File: src/rtl/axil_cmd_master.sv
// axil_cmd_master: turns single-word cmd requests into AXI4-Lite reads/writes, one outstanding at a time.
// Latency: cmd accepted at cycle 0, AXI valids at 1, B/R ready at 2, rsp_valid at 3 with a zero-wait slave.
// Backpressure: cmd_ready only in IDLE; rsp held until rsp_ready. AXIL_CMD_MASTER_STATS_EN adds stat counters.
module axil_cmd_master #(
    parameter int ADDR_WIDTH = 7,
    parameter int DATA_WIDTH = 32
) (
    input  logic                    M_AXI_ACLK,
    input  logic                    M_AXI_ARESETN,
    input  logic                    cmd_valid,
    output logic                    cmd_ready,
    input  logic                    cmd_rnw,
    input  logic [ADDR_WIDTH-1:0]   cmd_addr,
    input  logic [DATA_WIDTH-1:0]   cmd_wdata,
    input  logic [DATA_WIDTH/8-1:0] cmd_wstrb,
    output logic                    rsp_valid,
    input  logic                    rsp_ready,
    output logic [DATA_WIDTH-1:0]   rsp_rdata,
    output logic [1:0]              rsp_resp,
    output logic                    rsp_rnw,
    output logic [ADDR_WIDTH-1:0]   M_AXI_AWADDR,
    output logic [2:0]              M_AXI_AWPROT,
    output logic                    M_AXI_AWVALID,
    input  logic                    M_AXI_AWREADY,
    output logic [DATA_WIDTH-1:0]   M_AXI_WDATA,
    output logic [DATA_WIDTH/8-1:0] M_AXI_WSTRB,
    output logic                    M_AXI_WVALID,
    input  logic                    M_AXI_WREADY,
    input  logic [1:0]              M_AXI_BRESP,
    input  logic                    M_AXI_BVALID,
    output logic                    M_AXI_BREADY,
    output logic [ADDR_WIDTH-1:0]   M_AXI_ARADDR,
    output logic [2:0]              M_AXI_ARPROT,
    output logic                    M_AXI_ARVALID,
    input  logic                    M_AXI_ARREADY,
    input  logic [DATA_WIDTH-1:0]   M_AXI_RDATA,
    input  logic [1:0]              M_AXI_RRESP,
    input  logic                    M_AXI_RVALID,
    output logic                    M_AXI_RREADY
`ifdef AXIL_CMD_MASTER_STATS_EN
    ,
    input  logic                    stat_clr,
    output logic [15:0]             stat_wr_cnt,
    output logic [15:0]             stat_rd_cnt,
    output logic [15:0]             stat_err_cnt
`endif
);

    typedef enum logic [2:0] {S_IDLE, S_WR, S_WR_RESP, S_RD, S_RD_RESP, S_RSP} state_t;

    state_t                  state_q, state_d;
    logic                    live_q, live_d;
    logic                    aw_done_q, aw_done_d;
    logic                    w_done_q, w_done_d;
    logic                    rnw_q, rnw_d;
    logic [ADDR_WIDTH-1:0]   addr_q, addr_d;
    logic [DATA_WIDTH-1:0]   wdata_q, wdata_d;
    logic [DATA_WIDTH/8-1:0] wstrb_q, wstrb_d;
    logic [DATA_WIDTH-1:0]   rdata_q, rdata_d;
    logic [1:0]              resp_q, resp_d;
    logic                    aw_hs, w_hs;

    // live_q keeps cmd_ready low while reset is held and until the first clock after release
    assign cmd_ready     = live_q && (state_q == S_IDLE);
    assign rsp_valid     = (state_q == S_RSP);
    assign rsp_rdata     = rdata_q;
    assign rsp_resp      = resp_q;
    assign rsp_rnw       = rnw_q;
    assign M_AXI_AWADDR  = addr_q;
    assign M_AXI_ARADDR  = addr_q;
    assign M_AXI_AWPROT  = 3'b000;
    assign M_AXI_ARPROT  = 3'b000;
    assign M_AXI_WDATA   = wdata_q;
    assign M_AXI_WSTRB   = wstrb_q;
    assign M_AXI_AWVALID = (state_q == S_WR) && !aw_done_q;
    assign M_AXI_WVALID  = (state_q == S_WR) && !w_done_q;
    assign M_AXI_BREADY  = (state_q == S_WR_RESP);
    assign M_AXI_ARVALID = (state_q == S_RD);
    assign M_AXI_RREADY  = (state_q == S_RD_RESP);
    assign aw_hs         = M_AXI_AWVALID && M_AXI_AWREADY;
    assign w_hs          = M_AXI_WVALID && M_AXI_WREADY;

    always_comb begin
        state_d   = state_q;
        live_d    = 1'b1;
        aw_done_d = aw_done_q;
        w_done_d  = w_done_q;
        rnw_d     = rnw_q;
        addr_d    = addr_q;
        wdata_d   = wdata_q;
        wstrb_d   = wstrb_q;
        rdata_d   = rdata_q;
        resp_d    = resp_q;
        unique case (state_q)
            S_IDLE: begin
                if (cmd_valid && cmd_ready) begin
                    addr_d    = cmd_addr & ~ADDR_WIDTH'(3);
                    wdata_d   = cmd_wdata;
                    wstrb_d   = cmd_wstrb;
                    rnw_d     = cmd_rnw;
                    aw_done_d = 1'b0;
                    w_done_d  = 1'b0;
                    state_d   = cmd_rnw ? S_RD : S_WR;
                end
            end
            S_WR: begin
                if (aw_hs) aw_done_d = 1'b1;
                if (w_hs)  w_done_d  = 1'b1;
                if ((aw_done_q || aw_hs) && (w_done_q || w_hs)) state_d = S_WR_RESP;
            end
            S_WR_RESP: begin
                if (M_AXI_BVALID) begin
                    resp_d  = M_AXI_BRESP;
                    rdata_d = '0;
                    state_d = S_RSP;
                end
            end
            S_RD: begin
                if (M_AXI_ARREADY) state_d = S_RD_RESP;
            end
            S_RD_RESP: begin
                if (M_AXI_RVALID) begin
                    resp_d  = M_AXI_RRESP;
                    rdata_d = M_AXI_RDATA;
                    state_d = S_RSP;
                end
            end
            S_RSP: begin
                if (rsp_ready) state_d = S_IDLE;
            end
            default: state_d = S_IDLE;
        endcase
    end

    always_ff @(posedge M_AXI_ACLK or negedge M_AXI_ARESETN) begin
        if (!M_AXI_ARESETN) begin
            state_q   <= S_IDLE;
            live_q    <= 1'b0;
            aw_done_q <= 1'b0;
            w_done_q  <= 1'b0;
            rnw_q     <= 1'b0;
            addr_q    <= '0;
            wdata_q   <= '0;
            wstrb_q   <= '0;
            rdata_q   <= '0;
            resp_q    <= '0;
        end else begin
            state_q   <= state_d;
            live_q    <= live_d;
            aw_done_q <= aw_done_d;
            w_done_q  <= w_done_d;
            rnw_q     <= rnw_d;
            addr_q    <= addr_d;
            wdata_q   <= wdata_d;
            wstrb_q   <= wstrb_d;
            rdata_q   <= rdata_d;
            resp_q    <= resp_d;
        end
    end

`ifdef AXIL_CMD_MASTER_STATS_EN
    logic [15:0] wr_cnt_q, wr_cnt_d, rd_cnt_q, rd_cnt_d, err_cnt_q, err_cnt_d;
    logic        wr_inc, rd_inc, err_inc;

    always_comb begin
        wr_inc    = (state_q == S_WR_RESP) && M_AXI_BVALID;
        rd_inc    = (state_q == S_RD_RESP) && M_AXI_RVALID;
        err_inc   = (wr_inc && (M_AXI_BRESP != 2'b00)) || (rd_inc && (M_AXI_RRESP != 2'b00));
        wr_cnt_d  = wr_cnt_q;
        rd_cnt_d  = rd_cnt_q;
        err_cnt_d = err_cnt_q;
        // clear has priority over a same-cycle increment
        if (stat_clr) begin
            wr_cnt_d  = '0;
            rd_cnt_d  = '0;
            err_cnt_d = '0;
        end else begin
            if (wr_inc  && (wr_cnt_q  != 16'hFFFF)) wr_cnt_d  = wr_cnt_q  + 16'd1;
            if (rd_inc  && (rd_cnt_q  != 16'hFFFF)) rd_cnt_d  = rd_cnt_q  + 16'd1;
            if (err_inc && (err_cnt_q != 16'hFFFF)) err_cnt_d = err_cnt_q + 16'd1;
        end
    end

    always_ff @(posedge M_AXI_ACLK or negedge M_AXI_ARESETN) begin
        if (!M_AXI_ARESETN) begin
            wr_cnt_q  <= '0;
            rd_cnt_q  <= '0;
            err_cnt_q <= '0;
        end else begin
            wr_cnt_q  <= wr_cnt_d;
            rd_cnt_q  <= rd_cnt_d;
            err_cnt_q <= err_cnt_d;
        end
    end

    assign stat_wr_cnt  = wr_cnt_q;
    assign stat_rd_cnt  = rd_cnt_q;
    assign stat_err_cnt = err_cnt_q;
`endif

endmodule

File: config.mk
export PLATFORM = sky130hd
export DESIGN_NAME = axil_cmd_master
export DESIGN_NICKNAME = d
export VERILOG_FILES = /design/src/rtl/axil_cmd_master.sv
export SDC_FILE = /design/constraint.sdc
export NUM_CORES = 1
export LEC_CHECK = 0
export CORE_MARGIN = 2
export CORE_UTILIZATION = 23
export DETAILED_ROUTE_END_ITERATION = 8
export DONT_BUFFER_PORTS = 1
export PLACE_DENSITY = 0.43
export SYNTH_ARGS = -nofsm -noshare
export SYNTH_HDL_FRONTEND = slang
export SYNTH_SLANG_ARGS = --single-unit
File: constraint.sdc
create_clock -name M_AXI_ACLK -period 2.2 [get_ports M_AXI_ACLK]
set_clock_uncertainty 0.15 [all_clocks]
set_input_delay 0.44 -clock M_AXI_ACLK [delete_from_list [all_inputs] [get_ports M_AXI_ACLK]]
set_output_delay 0.44 -clock M_AXI_ACLK [all_outputs]
set_load 0.02 [all_outputs]
* Word level (Yosys, flattened, before mapping)
Cells that the tools add are included.
Operators by class: eq/ne operators 13, multiplexer cells 19, reduce and logical (&&, ||, !) cells 19
Operator list (count):
- 32-bit 2-to-1 mux | 2
- 32-bit case mux with 2 select lines | 1
- 3-bit 2-to-1 mux | 6
- 3-bit case mux with 6 select lines | 1
- 3-bit AND reduction | 3
- 2-bit by 1-bit != test with 1-bit output (second input constant) | 4
- 2-bit != test (second input constant) | 4
- 1-bit logical AND | 7
- 3-bit by 2-bit equality test with 1-bit output (second input constant) | 2
- 3-bit equality test (second input constant) | 2
- 2-bit 2-to-1 mux | 3
- 6-bit AND reduction | 1
- 1-bit case mux with 2 select lines | 2
- 2-bit case mux with 2 select lines | 1
- 2-bit nonzero test | 2
- 3-bit by 1-bit equality test with 1-bit output (second input constant) | 1
- 3-bit logical NOT | 1
- 1-bit 2-to-1 mux | 3
- 1-bit logical NOT | 2
- 1-bit logical OR | 2
- 2-bit AND reduction | 1
Storage, ports and cells: bits of input ports 89, logic and storage cells 61, output and inout bits 98, bits in registers 82

* Depth between registers and ports, before layout
depth after elaboration 7, gate-level depth with buffers 6, depth with buffers taken out 3

* Worst setup path after synthesis
Ideal clock, no wire load.
kind flip-flop to flip-flop, from register state_q[0], to register wdata_q[0] (netlist: M_AXI_WDATA[0]), path buffers 2, stages on the path, launching flop included 6, arrival 1.613 ns, setup slack 0.312 ns, setup time 0.125 ns, clock period less this slack 1.888 ns, required time 1.925 ns, cells stage by stage dfrtp_1 -> buf_2 -> nor4b_4 -> nand2_2 -> buf_6 -> mux2_4
On the way: word-level cells in the longest chain between the ends 4
Ends and longest elaborated chain:
- start: declaration | line 51 | state_t state_q, state_d;
- start signal: assignment | line 148 | state_q <= state_d;
- 3-bit logical NOT | line 64 | assign cmd_ready = live_q && (state_q == S_IDLE);
- 1-bit logical AND | line 64
- via cmd_ready | line 11 | output logic cmd_ready,
- 1-bit logical AND | line 96 | if (cmd_valid && cmd_ready) begin
- 2-bit AND reduction (no line)
- end signal: assignment | line 154 | wdata_q <= wdata_d;
- end: declaration | line 57 | logic [DATA_WIDTH-1:0] wdata_q, wdata_d;
The timed path passes the listed nets, and every way through them passes these cells. A chain may end at the register's enable or synchronous reset.

* Final worst setup path
from register state_q[0], to output M_AXI_ARVALID
On the way: word-level cells in the longest chain between the ends 1
Ends and longest elaborated chain:
- 3-bit by 2-bit equality test with 1-bit output | line 78 | assign M_AXI_ARVALID = (state_q == S_RD);
- end: declaration | line 34 | output logic M_AXI_ARVALID,
Every way passes these cells.

==> metrics.md <==
| Metric | Value |
|---|---|
| Vias | `1883` |
| Layout Utilization | `0.268` |
| Port bufs | `0` |
| CP Depth | `3` |
| Clock tree buffer depth | `2` |
| Outcome | `complete, but fails checks` |
| Area grow syn2layout | `13.1%` |
| Starting Density | `0.237` |
| DR WL/cell | `18.9 um` |
| Synth area leader | `dfrtp_1` |
| Clock transition at path regs | `0.06 ns` |
| Failing checks | `hold timing` |
| Seq/Total Area, Yosys | `0.591` |
| Site Rows | `44` |
| Layout filler cell count | `1506` |
| Max cap viols | `0` |
| Pin count of the biggest net entering global routing | `83` |
| Vias in the first global route | `1968` |
| Final Max Tran Viols | `0` |
| Worst-Skew Late Latency | `0.34 ns` |
| Layout cells sized above 1 | `0.350` |
| Register bit total from synthesis | `82` |
| Register area | `2050 um^2` |
| First-pass iteration count of the detailed router | `4` |
| Pwr Total | `6480 uW` |
| Post-route setup slack | `0.175 ns` |
| Top cells by count, synth | `dfrtp_1, mux2_4, a22o_1, buf_4, buf_2` |
| Maximum vdd drop | `0.000447 V` |
| Synth top area share | `0.591` |
| Setup bufs post-CTS | `0` |
| Antenna Violating Nets Remaining | `0` |
| Critical path's top delay family | `flip-flops` |
| N_diodes | `0` |
| Crit path DAT | `1.43 ns` |
| CTS buffer count | `9` |
| Initial DRC Count | `58` |
| WS Path Type | `flip-flop to output pin` |
| Mapped Cells | `230` |
| Gr usage total | `0.102` |
| Final cycle utilization of the critical path | `0.920` |
| CTS Root Cell | `clkbuf_16` |
| H-tree depth | `3` |
| Initial antenna violation count | `0` |
| CTS tree | `done` |
| CP Capture Type | `output pin` |
| Worst hold slack | `-0.362 ns` |
| Crit-path cells | `inv_1, nor3b_1, buf_4` |
| Routed WL | `7980 um` |
| Leak pwr | `0.00184 uW` |
| Vert. Die Dim | `127 um` |
| DR vias/cell | `4.47` |
| Slowest cell on the critical path | `dfrtp_2` |
| Global route overflow | `0` |
| Drt drc | `0` |
| Number of synthesized flops with an enable pin | `0` |
| Pwr per Cell Area | `1650 nW/um^2` |
| Worst r2r path cells | `4` |
| Max Fclk | `0.494 GHz` |
| Die Width | `127 um` |
| Fin. Hold Viols | `82` |
| Crit path required time | `1.61 ns` |
| CTS Sinks | `82` |
| Area of the multi-input gates | `1250 um^2` |
| Final setup fails | `0` |
| Placer Congestion | `0.741` |
| Async SR Flop Fraction | `1.00` |
| Minimum clock period | `2.02 ns` |
| Post-Synthesis Cell Area | `3470 um^2` |
| Area contributors post-synth | `dfrtp_1, mux2_4, a22o_1` |
| CP max stage delay | `0.51 ns` |
| Cell area after placement | `3640 um^2` |
| Most frequent cell after synthesis | `dfrtp_1` |
| TNS Setup | `0 ns` |
| Startpoint types | `flip-flop` |
| Hold WC Path Type | `input pin to asynchronous set/reset pin` |
| CP bufs+invs | `2` |
| Main synth FF type | `dfrtp_1` |
| First-pass GRT wire length | `12100 um` |
| Final Cell Area | `3930 um^2` |
| Core Area | `14600 um^2` |
| Syn Area/Cell | `15.1 um^2` |
| Yosys warnings | `0` |
| Setup slack at placement | `0.387 ns` |
| Synth unique cells | `29` |
| Die area | `16100 um^2` |
| RSZ-0062 raised after global routing | `false` |
| HPWL Detailed | `5420 um` |
| CP max FO | `11` |
| I/O Pins | `187` |
| Final #Nets | `321` |
==> metal layers <==
layer | GRT usage | part of all wire | vias to the layer above
met3 | 0.0493 | 0.096 | 11
met2 | 0.139 | 0.45 | 104
met1 | 0.131 | 0.43 | 959
met5 | 0 | 0 | -
li1 | - | - | 809
met4 | 0.0537 | 0.023 | 0
==> repair_timing <==
item,in CTS,in global routing
setup endpoints to repair,0,4
hold endpoints to repair,82,82
resized for setup,0,4
==> cells in the final DEF, fill, tap and decap left out, types with 2 or more instances in the layout <==
cell type | netlist | routed
o21ai_0 | 3 | 3
mux2_2 | 8 | 8
a21oi_1 | 4 | 4
nor2_2 | 0 | 2
mux2_4 | 39 | 39
clkinvlp_4 | 0 | 5
conb_1 | 2 | 11
nor3b_1 | 5 | 5
dfrtp_2 | 0 | 2
clkbuf_16 | 0 | 9
nor2_1 | 4 | 2
a22o_1 | 32 | 32
dfrtp_1 | 82 | 80
nand2_1 | 5 | 5
and3b_1 | 2 | 2
buf_4 | 15 | 11
==> report_power, final <==
part / switching (uW) / leakage, uW / internal (uW) / total [uW]
clock: 630 / 0.000123 / 793 / 1420
sequential: 1360 / 0.00102 / 2140 / 3500
combinational: 578 / 0.000702 / 983 / 1560
==> cell type report <==
cell class,count,area share
flip-flops and latches,82,0.523
multi-input cells,126,0.319
clock buffers,10,0.0609
well taps,184,0.0587
repair buffers,12,0.0261
clock inverters,6,0.0108
inverters,1,0.000956
==> metrics by stage <==
step / cells / hold slack, ns
3_3_place_gp: 405 / -0.00390
3_5_place_dp: 405 / -0.00412
6_report: 421 / -0.362
5_1_grt: 421 / -0.395
4_1_cts: 421 / -0.383
2_1_floorplan: 239 / -0.00559
==> worst paths after layout <==
| kind | startpoint | slack [ns] | endpoint |
|---|---|---|---|
| min in group M_AXI_ACLK | M_AXI_RDATA[5] | 0.08 | rsp_rdata[5]$_DFFE_PN0P_ |
| max reg2reg | state_q[2]$_DFFE_PN0P_ | 0.37 | M_AXI_WDATA[29]$_DFFE_PN0P_ |
| max in group asynchronous | M_AXI_ARESETN | 2.13 | rsp_rdata[28]$_DFFE_PN0P_ |
| min reg2reg | w_done_q$_DFFE_PN0P_ | 0.41 | w_done_q$_DFFE_PN0P_ |
| max | state_q[0]$_DFFE_PN0P_ | 0.18 | M_AXI_ARVALID |
| min | M_AXI_ARESETN | -0.36 | M_AXI_WSTRB[3]$_DFFE_PN0P_ |
==> cell families (layout without fill, tap and decap cells) <==
| family | Yosys count | after routing | share of synthesized area |
|---|---|---|---|
| AOI/OAI and AO/OA | 47 | 47 | 0.108 |
| buffers and inverters | 31 | 29 | 0.0620 |
| muxes | 47 | 47 | 0.195 |
| and+or+nand+nor | 21 | 21 | 0.0415 |
| DFF | 82 | 82 | 0.591 |
| other | 2 | 11 | 0.00216 |
==> state kept, by name, indices dropped and copies added (netlist names) <==
name          cells
rsp_rnw           1
M_AXI_WSTRB       4
rsp_rdata        32
state_q           3
M_AXI_WDATA      32
w_done_q          1
live_q            1
M_AXI_ARADDR      5
rsp_resp          2
aw_done_q         1
Power figures use the tool's default switching activity.
